$ cat src/rtl/rle_decoder.sv
// Run-length decoder: reads {count, value} byte pairs over SRAM port A and
// writes the expanded plaintext back through the same port, packed big-endian.
module rle_decoder #(
  parameter int ADDR_W = 16
) (
  input  logic              clk,
  input  logic              nreset,
  input  logic              start,
  input  logic [31:0]       rle_addr,
  input  logic [31:0]       rle_size,
  input  logic [31:0]       message_addr,
  output logic [31:0]       message_size,
  output logic              done,
  output logic              port_A_clk,
  output logic [ADDR_W-1:0] port_A_addr,
  output logic              port_A_we,
  output logic [31:0]       port_A_data_in,
  input  logic [31:0]       port_A_data_out
);

  typedef enum logic [2:0] {
    IDLE, RD_REQ, RD_WAIT, EXPAND, WR, FLUSH, DONE
  } state_t;

  state_t state_q, state_d;
  state_t after_wr_q, after_wr_d;

  logic [ADDR_W-1:0] rd_ptr_q, rd_ptr_d;
  logic [ADDR_W-1:0] wr_ptr_q, wr_ptr_d;
  logic [31:0]       limit_q, limit_d;
  logic [31:0]       consumed_q, consumed_d;
  logic [23:0]       word_q, word_d;
  logic [7:0]        cnt_q, cnt_d;
  logic              pair_sel_q, pair_sel_d;
  logic [31:0]       pack_q, pack_d;
  logic [1:0]        pack_cnt_q, pack_cnt_d;
  logic [31:0]       msg_q, msg_d;

  logic [7:0]  value;
  logic        emit;
  logic        pair_done;
  logic [4:0]  shift;
  state_t      step_next;

  logic unused_addr_bits;
  assign unused_addr_bits = ^{rle_addr[31:ADDR_W], rle_addr[1:0],
                              message_addr[31:ADDR_W], message_addr[1:0]};

  always_ff @(posedge clk or negedge nreset) begin
    if (!nreset) state_q <= IDLE;
    else         state_q <= state_d;
  end

  always_comb begin
    state_d    = state_q;
    after_wr_d = after_wr_q;
    rd_ptr_d   = rd_ptr_q;
    wr_ptr_d   = wr_ptr_q;
    limit_d    = limit_q;
    consumed_d = consumed_q;
    word_d     = word_q;
    cnt_d      = cnt_q;
    pair_sel_d = pair_sel_q;
    pack_d     = pack_q;
    pack_cnt_d = pack_cnt_q;
    msg_d      = msg_q;
    value      = pair_sel_q ? word_q[7:0] : word_q[23:16];
    emit       = 1'b0;
    pair_done  = 1'b0;
    shift      = 5'd24 - {pack_cnt_q, 3'b000};
    step_next  = EXPAND;

    case (state_q)
      IDLE, DONE: begin
        if (start) begin
          rd_ptr_d   = {rle_addr[ADDR_W-1:2], 2'b00};
          wr_ptr_d   = {message_addr[ADDR_W-1:2], 2'b00};
          limit_d    = {rle_size[31:1], 1'b0};
          consumed_d = '0;
          msg_d      = '0;
          pack_d     = '0;
          pack_cnt_d = '0;
          pair_sel_d = 1'b0;
          cnt_d      = '0;
          state_d    = (rle_size < 32'd2) ? DONE : RD_REQ;
        end
      end
      RD_REQ: state_d = RD_WAIT;
      RD_WAIT: begin
        word_d     = port_A_data_out[23:0];
        cnt_d      = port_A_data_out[31:24];
        pair_sel_d = 1'b0;
        rd_ptr_d   = rd_ptr_q + ADDR_W'(4);
        state_d    = EXPAND;
      end
      EXPAND: begin
        if (cnt_q != 8'd0) begin
          emit       = 1'b1;
          cnt_d      = cnt_q - 8'd1;
          msg_d      = msg_q + 32'd1;
          pack_d     = pack_q | ({24'd0, value} << shift);
          pack_cnt_d = pack_cnt_q + 2'd1;
        end
        // a zero-count pair is exhausted immediately and costs this one cycle
        pair_done = (cnt_q <= 8'd1);
        if (pair_done) begin
          consumed_d = consumed_q + 32'd2;
          if ({1'b0, consumed_q} + 33'd2 >= {1'b0, limit_q}) begin
            step_next = FLUSH;
          end else if (pair_sel_q) begin
            step_next = RD_REQ;
          end else begin
            pair_sel_d = 1'b1;
            cnt_d      = word_q[15:8];
          end
        end
        if (emit && (pack_cnt_q == 2'd3)) begin
          state_d    = WR;
          after_wr_d = step_next;
        end else begin
          state_d = step_next;
        end
      end
      WR: begin
        pack_d   = '0;
        wr_ptr_d = wr_ptr_q + ADDR_W'(4);
        state_d  = after_wr_q;
      end
      FLUSH:   state_d = DONE;
      default: state_d = IDLE;
    endcase
  end

  always_ff @(posedge clk or negedge nreset) begin
    if (!nreset) begin
      after_wr_q <= EXPAND;
      rd_ptr_q   <= '0;
      wr_ptr_q   <= '0;
      limit_q    <= '0;
      consumed_q <= '0;
      word_q     <= '0;
      cnt_q      <= '0;
      pair_sel_q <= 1'b0;
      pack_q     <= '0;
      pack_cnt_q <= '0;
      msg_q      <= '0;
    end else begin
      after_wr_q <= after_wr_d;
      rd_ptr_q   <= rd_ptr_d;
      wr_ptr_q   <= wr_ptr_d;
      limit_q    <= limit_d;
      consumed_q <= consumed_d;
      word_q     <= word_d;
      cnt_q      <= cnt_d;
      pair_sel_q <= pair_sel_d;
      pack_q     <= pack_d;
      pack_cnt_q <= pack_cnt_d;
      msg_q      <= msg_d;
    end
  end

  always_comb begin
    port_A_addr    = '0;
    port_A_we      = 1'b0;
    port_A_data_in = '0;
    case (state_q)
      RD_REQ, RD_WAIT: port_A_addr = rd_ptr_q;
      WR: begin
        port_A_addr    = wr_ptr_q;
        port_A_we      = 1'b1;
        port_A_data_in = pack_q;
      end
      FLUSH: begin
        // unused low bytes were cleared when the pack register was last emptied
        if (pack_cnt_q != 2'd0) begin
          port_A_addr    = wr_ptr_q;
          port_A_we      = 1'b1;
          port_A_data_in = pack_q;
        end
      end
      default: ;
    endcase
  end

  assign done         = (state_q == DONE);
  assign message_size = msg_q;
  assign port_A_clk   = clk;

endmodule

$ cat config.mk
export PLATFORM = sky130hd
export DESIGN_NAME = rle_decoder
export DESIGN_NICKNAME = d
export VERILOG_FILES = /design/src/rtl/rle_decoder.sv
export SDC_FILE = /design/constraint.sdc
export NUM_CORES = 1
export LEC_CHECK = 0
export ABC_CLOCK_PERIOD_IN_PS = 3900
export CELL_PAD_IN_SITES_DETAIL_PLACEMENT = 1
export CELL_PAD_IN_SITES_GLOBAL_PLACEMENT = 1
export CORE_MARGIN = 10
export CORE_UTILIZATION = 30
export DETAILED_ROUTE_END_ITERATION = 6
export DONT_BUFFER_PORTS = 1
export HOLD_SLACK_MARGIN = 0.12
export MAX_ROUTING_LAYER = met4
export PLACE_DENSITY = 0.63
export SYNTH_ARGS = -nofsm -noshare
export SYNTH_HDL_FRONTEND = slang
export SYNTH_SLANG_ARGS = --single-unit
$ cat constraint.sdc
create_clock -name clk -period 3.9 [get_ports clk]
set_input_delay 0.585 -clock clk [delete_from_list [all_inputs] [get_ports clk]]
set_output_delay 0.585 -clock clk [all_outputs]
set_load 0.01 [all_outputs]
==> reports/metrics.csv <==
metric,value,unit
status,"finished, violations left",
failing checks,hold timing,
number of I/O port buffers,0,
Setup-failing EPs final,0,
"EDFF count, synth",0,
vias in the first global route,9073,
worst setup path startpoint,consumed_q[1]$_DFFE_PN0P_,
Critical Path Source Type,register,
clock skew,0.0184,ns
Critical-path top delay cell,dfrtp_1,
storage element area,4860,sq um
final instance area,12100,sq um
Root Buffer,clkbuf_16,
cells along the critical path,ha_2 > nand4_1 > or2_4 > or2_4 > nor2_4 > and3_4 > nand3_4 > xnor2_2 > ha_1 > nand3_2 > buf_4 > nor3_1 > nand3_1 > nand3_2 > nor3_2 > nand2_1 > buf_12 > mux2i_1 > o21ai_1,
slew margin rel.,23.7,%
Initial Utilization,30.6,%
ratio of cells with drive above 1 in the final layout,11.1,%
FILL cells,4055,
"Period Utilization, post-route",95.1,%
pwr/cell area,730,nW/um^2
fraction of registers with async set/reset,100,%
insertion delay to the later sink of the worst-skew pair,0.47,ns
Synth Instances,1190,
TritonCTS clock tree,yes,
WP data arrival,4.05,ns
H-tree depth,4,
final slew viol count,0,
clock share of power,20.4,%
RD Place Congestion,0.787,
DRC viols,0,
area of the core,34800,sq um
Peak VDD IR,376,uV
post-synthesis register bit count,194,
r2r startpoint,consumed_q[1]$_DFFE_PN0P_,
DPL Wire Length,24200,um
setup_tns,0,ns
I/O pin cnt,214,
Yosys warnings,0,
CP endpoint kind,register,
final core occ,34.6,%
worst hold slack,-0.169,ns
max cap viols,0,
Rows,68,
Routed WL per cell,20.1,um
highest cell delay on the worst timing path,0.36,ns
WP data required,4.24,ns
Placed Cells,1635,
Detailed Route WL,33600,um
CTS sink count,194,
Slew @ Worst Pin,1.14,ns
number of vias per cell,5.16,
Area after DPL,11300,sq um
first-iteration detailed-routing DRC count,378,
P&R area growth vs syn,13.2,%
Die Span Y,208,um
first-pass GRT wire length,53100,um
most frequent cell after synthesis,dfrtp_1,
pre-CTS setup slack,-0.0818,ns
"non-filler cells, final",1675,
Logic pwr share,41.2,%
sequential-to-total area share from yosys stat,45.6,%
Overflow after GRT,0,
Worst Path Buf+Inv,2,
CP max FO,5,
Leakage,5.43,nW
Num CTS Buffers,17,
most frequent cells after synthesis,"193 x dfrtp_1, 180 x nand2_1, 123 x nor2_1",
Tot Pwr,8.80,mW
Area contributors post-synth,"dfrtp_1 45%, nand2_1 6.3%, ha_1 4.6%",
Int Pwr,4.90,mW
Synth area leader,dfrtp_1,
clock tree buffer depth,2,
Hold WC Path Type,in -> async,
switching share of power,44.3,%
area of the multi-input gates,5480,sq um
Post-synth top flop,dfrtp_1,
die width,208,um
largest net degree at the start of global routing,195,
post-synth cell types,70,
crit path kind,reg -> reg,
Mapped Avg Cell Area,8.95,sq um
Final WS setup,0.191,ns
GRT Util Overall,15.7,%
Final Hold Fails,193,
"CTS clk-pin slew, worst paths",0.09,ns
full die area,43400,sq um
net switching power,3.90,mW
post-synth top area share,45.4,%
fmax,0.270,GHz
Initial DRT Pass Iterations,4,
Tmin final,3.71,ns
nets@finish,1374,
synthesized area,10600,sq um
CP top delay family,simple AND/OR/NAND/NOR gates,
initial antenna violation count,3,
antenna-violating nets left,0,
via count,8650,
Seq pwr share,38.3,%
[cells in the final DEF (no fill, tap or decap), drive strengths merged, types with 10 or more instances in the layout]
cell / n
dfrtp: 193
nand2: 180
nor2: 127
a21oi: 89
o21ai: 84
inv: 53
buf: 49
nand3: 48
and2: 42
ha: 39
a22o: 31
xor2: 30
xnor2: 26
nor3: 22
nand4: 21
and3: 20
clkbuf: 18
nor4: 14
mux2: 10
o31ai: 10
[cells by family after synthesis]
| logic type | count (synthesis) | synth area share [%] |
|---|---|---|
| other cells | 1 | 0.0352 |
| simple gates | 509 | 23.4 |
| compound gates | 275 | 16.2 |
| flops | 194 | 45.6 |
| mux | 15 | 1.53 |
| fa+ha+maj | 39 | 4.58 |
| buf+inv | 101 | 4.05 |
| xor+xnor | 56 | 4.61 |
[state kept, by name (all words and copies together) (netlist names)]
signal and cells:
message_size 32, pack_q 32, consumed_q 31, limit_q 31, word_q 24, rd_ptr_q 14, wr_ptr_q 14, cnt_q 8
state_q 3, after_wr_q 2, pack_cnt_q 2, pair_sel_q 1
[metal layers]
layer / share of wire (%) / GRT usage, %
met1: 45 / 19.1
met2: 48 / 24.5
met3: 5.2 / 4.84
met4: 1.7 / 4.96
met5: 0 / -
[repair_timing]
item,in CTS,in global routing
endpoints found under the setup margin,7,13
endpoints found under the hold margin,194,194
pin swaps,2,14
setup buffers,0,5
gates resized for setup,3,19
[path summary, 6_finish.rpt]
check                                             end  slack [ns]  depth (start not counted)
max                              cnt_q[1]$_DFFE_PN0P_        0.19                         19
min in group clk                word_q[2]$_DFFE_PN0P_        0.22                          2
max reg2reg                      cnt_q[1]$_DFFE_PN0P_        0.19                         19
max in group asynchronous  consumed_q[15]$_DFFE_PN0P_        3.44                          0
min                            word_q[16]$_DFFE_PN0P_       -0.17                          0
min reg2reg                    word_q[19]$_DFFE_PN0P_        0.47                          2
[layout make-up]
class | count | area share, %
multi-input combinational | 896 | 45.5
sequential | 194 | 40.3
tap | 455 | 4.72
clock buffer | 18 | 3.56
timing repair buffer | 49 | 3.26
inverter | 46 | 1.43
clock inverter | 14 | 1.19
antenna | 3 | 0.0623
[power by group through the flow]
stage	registers (mW)	clock network, mW	logic (mW)
final	3.37	1.80	3.63
after global routing	3.49	1.94	4.13
after CTS	3.37	1.85	3.65
after detailed placement	3.41	0	3.62
after global placement	3.38	0	3.49
after floorplan	3.16	0.0211	2.70
No activity file was read; power rests on OpenSTA's default activity.
